===== config.mk =====
export PLATFORM = sky130hd
export DESIGN_NAME = ysyx_22050598_icache_ctrl
export DESIGN_NICKNAME = d
export VERILOG_FILES = /design/src/rtl/ysyx_22050598_cache_pkg.sv /design/src/rtl/ysyx_22050598_cache_refill_buf.sv /design/src/rtl/ysyx_22050598_icache_ctrl.sv
export SDC_FILE = /design/constraint.sdc
export NUM_CORES = 1
export LEC_CHECK = 0
export BUFFER_PORTS_ARGS = -buffer_cell sky130_fd_sc_hd__clkbuf_2
export CORE_AREA = 10 10 245 247
export CTS_CLUSTER_DIAMETER = 60
export CTS_CLUSTER_SIZE = 28
export DETAILED_ROUTE_END_ITERATION = 7
export DIE_AREA = 0 0 255 257
export PLACE_DENSITY_LB_ADDON = 0.05
export SYNTH_ARGS = -nofsm -noshare
export SYNTH_HDL_FRONTEND = slang
export SYNTH_SLANG_ARGS = --single-unit

===== constraint.sdc =====
create_clock -name clk -period 4.6 [get_ports clk]
set_input_delay 0.46 -clock clk [delete_from_list [all_inputs] [get_ports clk]]
set_output_delay 0.46 -clock clk [all_outputs]
set_load 0.01 [all_outputs]

===== src/rtl/ysyx_22050598_cache_pkg.sv =====
// Shared constants, controller state encoding and address helpers for the instruction cache.
package ysyx_22050598_cache_pkg;

  localparam int AW = 64;
  localparam int OW = 4;
  localparam int IW = 6;
  localparam int TW = AW - IW - OW;
  localparam int DW = TW + 1;
  localparam int LW = 128;
  localparam int XW = 64;
  localparam int VB = DW - 1;

  typedef enum logic [2:0] {
    S_IDLE,
    S_LOOKUP,
    S_MISS,
    S_REFILL,
    S_WRITE,
    S_RESP,
    S_FLUSH
  } state_t;

  function automatic logic [TW-1:0] addr_tag(input logic [AW-1:0] a);
    return a[AW-1:OW+IW];
  endfunction

endpackage


===== src/rtl/ysyx_22050598_cache_refill_buf.sv =====
// Collects a two-beat refill (low doubleword first) into one line; done flags the rlast beat.
// Zero latency on o_done, line register updates on the beat edge; no backpressure toward memory.
module ysyx_22050598_cache_refill_buf
  import ysyx_22050598_cache_pkg::*;
(
  input  logic          clk,
  input  logic          rst,
  input  logic          i_clr,
  input  logic          i_beat_vld,
  input  logic [XW-1:0] i_beat_dat,
  input  logic          i_beat_last,
  output logic          o_done,
  output logic [LW-1:0] o_line
);

  logic          r_cnt;
  logic [LW-1:0] r_line;

  always_ff @(posedge clk or negedge rst) begin
    if (!rst) begin
      r_cnt  <= 1'b0;
      r_line <= '0;
    end else if (i_clr) begin
      r_cnt <= 1'b0;
    end else if (i_beat_vld) begin
      if (r_cnt) r_line[LW-1:XW] <= i_beat_dat;
      else       r_line[XW-1:0]  <= i_beat_dat;
      r_cnt <= ~r_cnt;
    end
  end

  assign o_done = i_beat_vld & i_beat_last;
  assign o_line = r_line;

endmodule


===== src/rtl/ysyx_22050598_icache_ctrl.sv =====
// Direct-mapped I-cache controller: hit response 2 cycles after request, miss refills 2 beats then writes.
// Holds cpu_req_ready low while busy and holds the response until cpu_resp_ready.
module ysyx_22050598_icache_ctrl
  import ysyx_22050598_cache_pkg::*;
(
  input  logic          clk,
  input  logic          rst,
  input  logic          cpu_req_valid,
  output logic          cpu_req_ready,
  input  logic [AW-1:0] cpu_req_addr,
  output logic          cpu_resp_valid,
  input  logic          cpu_resp_ready,
  output logic [XW-1:0] cpu_resp_data,
  input  logic          fence_i,
  output logic          fence_done,
  output logic [IW-1:0] set_index,
  output logic          tag_wen,
  output logic [DW-1:0] tag_wdata,
  input  logic [DW-1:0] tag_rdata,
  output logic          data_wen,
  output logic [LW-1:0] data_wdata,
  input  logic [LW-1:0] data_rdata,
  output logic          mem_arvalid,
  input  logic          mem_arready,
  output logic [AW-1:0] mem_araddr,
  input  logic          mem_rvalid,
  input  logic [XW-1:0] mem_rdata,
  input  logic          mem_rlast
);

  state_t        r_state;
  logic [AW-1:0] r_addr;
  logic [IW-1:0] r_cnt;
  logic          r_req_rdy, r_resp_vld, r_fence_done, r_arvalid, r_tag_wen, r_data_wen;
  logic [XW-1:0] r_resp_dat;
  logic [AW-1:0] r_araddr;
  logic [DW-1:0] r_tag_wdata;

  logic          w_hit, w_done;
  logic [XW-1:0] w_hit_dw, w_fill_dw;
  logic [LW-1:0] w_line;
  logic          w_unused;

  assign w_hit     = tag_rdata[VB] && (tag_rdata[TW-1:0] == addr_tag(r_addr));
  assign w_hit_dw  = r_addr[3] ? data_rdata[LW-1:XW] : data_rdata[XW-1:0];
  assign w_fill_dw = r_addr[3] ? w_line[LW-1:XW] : w_line[XW-1:0];
  assign w_unused  = ^r_addr[2:0];

  ysyx_22050598_cache_refill_buf u_refill_buf (
    .clk         (clk),
    .rst         (rst),
    .i_clr       (r_state != S_REFILL),
    .i_beat_vld  ((r_state == S_REFILL) && mem_rvalid),
    .i_beat_dat  (mem_rdata),
    .i_beat_last (mem_rlast),
    .o_done      (w_done),
    .o_line      (w_line)
  );

  always_ff @(posedge clk or negedge rst) begin
    if (!rst) begin
      r_state      <= S_IDLE;
      r_addr       <= '0;
      r_cnt        <= '0;
      r_req_rdy    <= 1'b1;
      r_resp_vld   <= 1'b0;
      r_resp_dat   <= '0;
      r_fence_done <= 1'b0;
      r_arvalid    <= 1'b0;
      r_araddr     <= '0;
      r_tag_wen    <= 1'b0;
      r_data_wen   <= 1'b0;
      r_tag_wdata  <= '0;
    end else begin
      r_fence_done <= 1'b0;
      case (r_state)
        S_IDLE: begin
          // fence wins over a simultaneous request, which is left unaccepted
          if (fence_i) begin
            r_state     <= S_FLUSH;
            r_cnt       <= '0;
            r_tag_wen   <= 1'b1;
            r_tag_wdata <= '0;
            r_req_rdy   <= 1'b0;
          end else if (cpu_req_valid) begin
            r_addr    <= cpu_req_addr;
            r_state   <= S_LOOKUP;
            r_req_rdy <= 1'b0;
          end
        end
        S_LOOKUP: begin
          if (w_hit) begin
            r_resp_dat <= w_hit_dw;
            r_resp_vld <= 1'b1;
            r_state    <= S_RESP;
          end else begin
            r_arvalid <= 1'b1;
            r_araddr  <= {r_addr[AW-1:OW], {OW{1'b0}}};
            r_state   <= S_MISS;
          end
        end
        S_MISS: begin
          if (mem_arready) begin
            r_arvalid <= 1'b0;
            r_state   <= S_REFILL;
          end
        end
        S_REFILL: begin
          if (w_done) begin
            r_tag_wen   <= 1'b1;
            r_data_wen  <= 1'b1;
            r_tag_wdata <= {1'b1, addr_tag(r_addr)};
            r_state     <= S_WRITE;
          end
        end
        S_WRITE: begin
          r_tag_wen  <= 1'b0;
          r_data_wen <= 1'b0;
          r_resp_dat <= w_fill_dw;
          r_resp_vld <= 1'b1;
          r_state    <= S_RESP;
        end
        S_RESP: begin
          if (cpu_resp_ready) begin
            r_resp_vld <= 1'b0;
            r_req_rdy  <= 1'b1;
            r_state    <= S_IDLE;
          end
        end
        S_FLUSH: begin
          r_cnt <= r_cnt + IW'(1);
          // raise done one cycle early so it lines up with the set-63 write
          if (r_cnt == IW'(62)) r_fence_done <= 1'b1;
          if (r_cnt == {IW{1'b1}}) begin
            r_tag_wen <= 1'b0;
            r_req_rdy <= 1'b1;
            r_state   <= S_IDLE;
          end
        end
        default: r_state <= S_IDLE;
      endcase
    end
  end

  assign set_index      = (r_state == S_FLUSH) ? r_cnt : r_addr[OW+IW-1:OW];
  assign cpu_req_ready  = r_req_rdy;
  assign cpu_resp_valid = r_resp_vld;
  assign cpu_resp_data  = r_resp_dat;
  assign fence_done     = r_fence_done;
  assign mem_arvalid    = r_arvalid;
  assign mem_araddr     = r_araddr;
  assign tag_wen        = r_tag_wen;
  assign tag_wdata      = r_tag_wdata;
  assign data_wen       = r_data_wen;
  assign data_wdata     = w_line;

endmodule


# Word-level counts from Yosys, hierarchy flattened
# Index checks and enable logic that the tools add are counted.
# Widths: inputs -> output; s select.
# word_totals
output_inout_bits	323
regBits	387
input_bits	319
elab_cells	102
# op_classes
muxes	38
add_sub_neg	1
reduce_logical	25
eq_ne	18
bitwise	5
# op_table
cell	n
$mux 64	3
$pmux 64 s2	1
$mux 55	2
$pmux 55 s2	1
$eq 54x54->1	1
$mux 3	7
$pmux 3 s7	1
$reduce_and 3->1	6
$mux 1	15
$eq 6x6->1 const B	2
$mux 6	2
$ne 2x2->1 const B	6
$pmux 6 s2	1
$reduce_bool 2->1	6
$eq 3x3->1 const B	3
$reduce_and 2->1	4
$reduce_and 4->1	2
$add 6x1->6 const B	1
$eq 3x2->1 const B	2
$pmux 1 s3	2
$reduce_bool 3->1	2
$reduce_and 5->1	1
$not 1->1	4
$pmux 1 s2	2
9 further kinds	10

# Logic depth before layout (Yosys ltp)
# logic_depth
ltp_word	5
depth_mapped	10
mapped_depth_nobuf	8

# Modules after synthesis
# A second synthesis with hierarchy kept.
# hier_totals
cells_unflattened	1130
hier_area_um2	17131.4
# modules_own_cells
module	area_per_inst_um2	cells_each	n_inst
ysyx_22050598_icache_ctrl	11986.5	854	1
ysyx_22050598_cache_refill_buf	5144.9	276	1

# Worst setup path before layout
# OpenSTA, ideal clock, no wires.
# synth_path
path_kind	register -> register
start	register r_addr[50]
end	register r_araddr[38] (netlist: mem_araddr[38])
arrival_ns	2.273
path_slack_ns	2.202
path_stages_with_launch	8
setup_time_ns	0.125
period_less_slack_ns	2.398
required_ns	4.475
path_cell_list	dfrtp_1 -> nor2b_1 -> a2111o_1 -> a2111oi_4 -> nand4_4 -> o21ai_2 -> buf_2 -> mux2_2
# synth_between
elab_chain_len	4
# synth_rtl
element	line_no	source
start, declared	ysyx_22050598_icache_ctrl.sv:32	logic [AW-1:0] r_addr;
start signal, assigned	ysyx_22050598_icache_ctrl.sv:86	r_addr <= cpu_req_addr;
$eq 54x54->1	ysyx_22050598_icache_ctrl.sv:44	assign w_hit = tag_rdata[VB] && (tag_rdata[TW-1:0] == addr_tag(r_addr));
$logic_and 1x1->1	ysyx_22050598_icache_ctrl.sv:44	
$not 1->1 (no line)	-	
$reduce_and 2->1 (no line)	-	
end signal, assigned	ysyx_22050598_icache_ctrl.sv:98	r_araddr <= {r_addr[AW-1:OW], {OW{1'b0}}};
end, declared	ysyx_22050598_icache_ctrl.sv:36	logic [AW-1:0] r_araddr;
# Every way passes these cells.
# A chain may end at the register's enable or synchronous reset.

# Worst setup path in the final report
# layout_path
start	register r_state[2]
end	output set_index[3]
# layout_between
elab_chain_len	2
# layout_rtl
element	line_no	source
start, declared	ysyx_22050598_icache_ctrl.sv:31	state_t r_state;
start signal, assigned	ysyx_22050598_icache_ctrl.sv:62	r_state <= S_IDLE;
start signal, assigned	ysyx_22050598_icache_ctrl.sv:80	r_state <= S_FLUSH;
start signal, assigned	ysyx_22050598_icache_ctrl.sv:87	r_state <= S_LOOKUP;
$eq 3x3->1	ysyx_22050598_icache_ctrl.sv:145	assign set_index = (r_state == S_FLUSH) ? r_cnt : r_addr[OW+IW-1:OW];
$mux 6	ysyx_22050598_icache_ctrl.sv:145	
end, declared	ysyx_22050598_icache_ctrl.sv:16	output logic [IW-1:0] set_index,
# Every way passes these cells.

==> run summary <==
Total GRT Usage: 19.4%
multi-input logic area: 6900 um2
CP max-delay cell: dfrtp_1
Final HPWL DP: 50000 um
CTS tree: done
Yosys top cell area share: 56.7%
class of the worst hold path: in2async
number of global-route vias before repair: 13093
Hold Slack: -0.000499 ns
Fmax: 0.314 GHz
status: complete, but fails checks
Max Fanout on Critical Path: 16
std cell rows: 86
fraction of layout cells with a size suffix above 1: 60.7%
CTS Buf Count: 40
clk buf depth: 3
register area share after synthesis: 56.8%
worst skew pair latency: 0.58 ns
first-pass GRT wire length: 94200 um
cells after synthesis: 1089
First-pass DRT Iterations: 5
Die ar.: 65500 um2
WL/cell: 26.3 um
EDFF count, synth: 0
Seq. cell area: 9610 um2
placed instance count: 2377
largest cells by area after synthesis: dfrtp_1, mux2_2, mux4_2
setup TNS: 0 ns
H-tree depth: 2
final worst path period share: 69.2%
pwr dens: 714 nW/um2
Area Overhead vs Synth: 31.5%
failing checks: negative hold slack
Clock transition at path regs: 0.06 ns
Layout fillers: 5319
Routability Congestion: 0.817
Worst Skew: 0.0261 ns
initial antenna violation count: 27
ANT nets after route: 0
# hold bufs at CTS: 0
crit-path cells: nor2b_1 > nand2_1 > mux2_2 > clkbuf_2
global route overflow: 0
Clock Sink Count: 384
vias per inst: 4.81
flop2flop setup slack: 1.61 ns
Design Power: 15.9 mW
most common flop cell mapped by yosys: dfrtp_1
Max Cap Viol: 0
via count: 11863
Die W: 255 um
cell area after synthesis: 16900 um2
Placeable Area: 54900 um2
largest net degree at the start of global routing: 111
Peak supply drop: 0.000307 V
#FFs+latches synth: 384
fin. max-slew vios: 0
final hold vios: 1
area leader, netlist: dfrtp_1
wirelength, routed: 64800 um
Post-CTS Setup Repair Bufs: 0
async set-or-reset flop fraction in the synthesized netlist: 100%
CP Launch Type: register
post-CTS sizing: 0
final setup violation count: 0
Final #Nets: 2036
Critical Path AT: 2.72 ns
drt drc: 0
critical path required time: 4.14 ns
count of cell types in the netlist: 56
Layout Cells excl Fill: 2465
critical path class: reg2out
IO Count: 642
clk root buf: clkbuf_16
IO Port Bufs: 634
Slew headroom: 24.6%
crit end category: output pin
most common cell after layout, fill and taps aside: clkbuf_2
post-route minimum period: 3.18 ns
actual slew at the worst max-slew pin: 1.13 ns
commonest non-fill, non-tap cells in the layout: clkbuf_2, dfrtp_1, mux2_2, mux4_2, mux2_4
1st-iter DRT viols: 605
Die Ht: 257 um
initial core utilization: 30.8%
LEAKAGE: 11.2 nW
CP peak stage delay: 0.63 ns
Mean Syn Cell Area: 15.5 um2
Ys Warns: 0
RSZ-0062 raised after global routing: no
[Yosys cell counts, types with 2 or more instances]
master and count:
buf_1 7, mux2_1 49, o31ai_1 2, ha_1 2, a21oi_1 8, buf_4 5
and3_1 3, a22oi_1 3, mux4_2 64, xor2_1 8, or2_2 3, nand4_1 7
nand2b_1 4, mux2_4 60, buf_12 6, xnor2_1 29, buf_2 4, o21ai_0 22
nor3_1 3, nand3_1 10, nand2_1 24, clkbuf_1 45, nor2b_1 6, inv_1 21
a22o_1 55, dfrtp_1 383, mux2_2 200, o22ai_1 7, nor4_1 5, nor2_1 18
[stage by stage]
stage          setup WS, ns  hold slack [ns]  utilization, %  cell area (um2)
2_1_floorplan          2.20            0.164               -            16900
3_3_place_gp           1.45            0.466            37.9            20800
3_5_place_dp           1.43            0.471            37.9            20800
4_1_cts                1.37           0.0182            40.5            22200
5_1_grt                1.19           0.0533            40.5            22200
6_report               1.42        -0.000499            40.5            22200
[worst paths after layout]
check | start | endpoint | cells past startpoint
worst max-delay path | r_state[2] | set_index[3] | 4
worst min-delay path | rst | cpu_resp_data[4] | 1
worst max register to register | r_addr[62] | cpu_resp_data[37] | 8
worst min register to register | mem_araddr[51] | mem_araddr[51] | 2
max in group asynchronous | rst | r_addr[20] | 2
min in group clk | cpu_req_addr[23] | r_addr[23] | 2
[flip-flops by register name, indices dropped and copies added (netlist names), 3 cells and up]
register and flops:
u_refill_buf.o_line 128, r_cnt 6, tag_wdata 55, r_addr 61, r_state 3, cpu_resp_data 64
mem_araddr 60
[worst max-delay path: cells and delay by family (launching register included)]
kind | cells | cell delay, ns
multiplexers | 1 | 0.42
buffers and inverters | 1 | 0.13
AND/OR/NAND/NOR | 2 | 0.96
flip-flops | 1 | 0.63
[logic make-up after synthesis]
kind of cell    synth area share, %
xor+xnor                       1.92
flops                          56.8
buf+inv                        2.74
mux                            30.4
compound gates                 5.14
simple gates                   2.77
fa+ha+maj                     0.148
other cells                  0.0222
[layer usage]
layer	track usage, %	vias up	wire length (um)
li1	-	5294	-
met1	21.4	6017	24200
met2	33.4	420	32700
met3	7.73	104	6270
met4	6.38	28	1450
met5	0	-	181
[cell type report]
type	instances	area share, %
antenna	14	0.158
clock buffer	46	4.88
clock inverter	28	1.38
inverter	21	0.354
multi-input combinational	619	31.0
sequential	384	43.2
tap	704	3.96
timing repair buffer	649	15.0
[power breakdown]
| group | switching [mW] | total (mW) | leakage [nW] | internal, mW |
|---|---|---|---|---|
| Sequential | 1.43 | 6.35 | 4.81 | 4.91 |
| Clock | 1.57 | 3.45 | 0.670 | 1.88 |
| Combinational | 2.92 | 6.09 | 5.69 | 3.17 |
| Total | 5.92 | 15.9 | 11.2 | 9.96 |
Power figures use the tool's default switching activity.
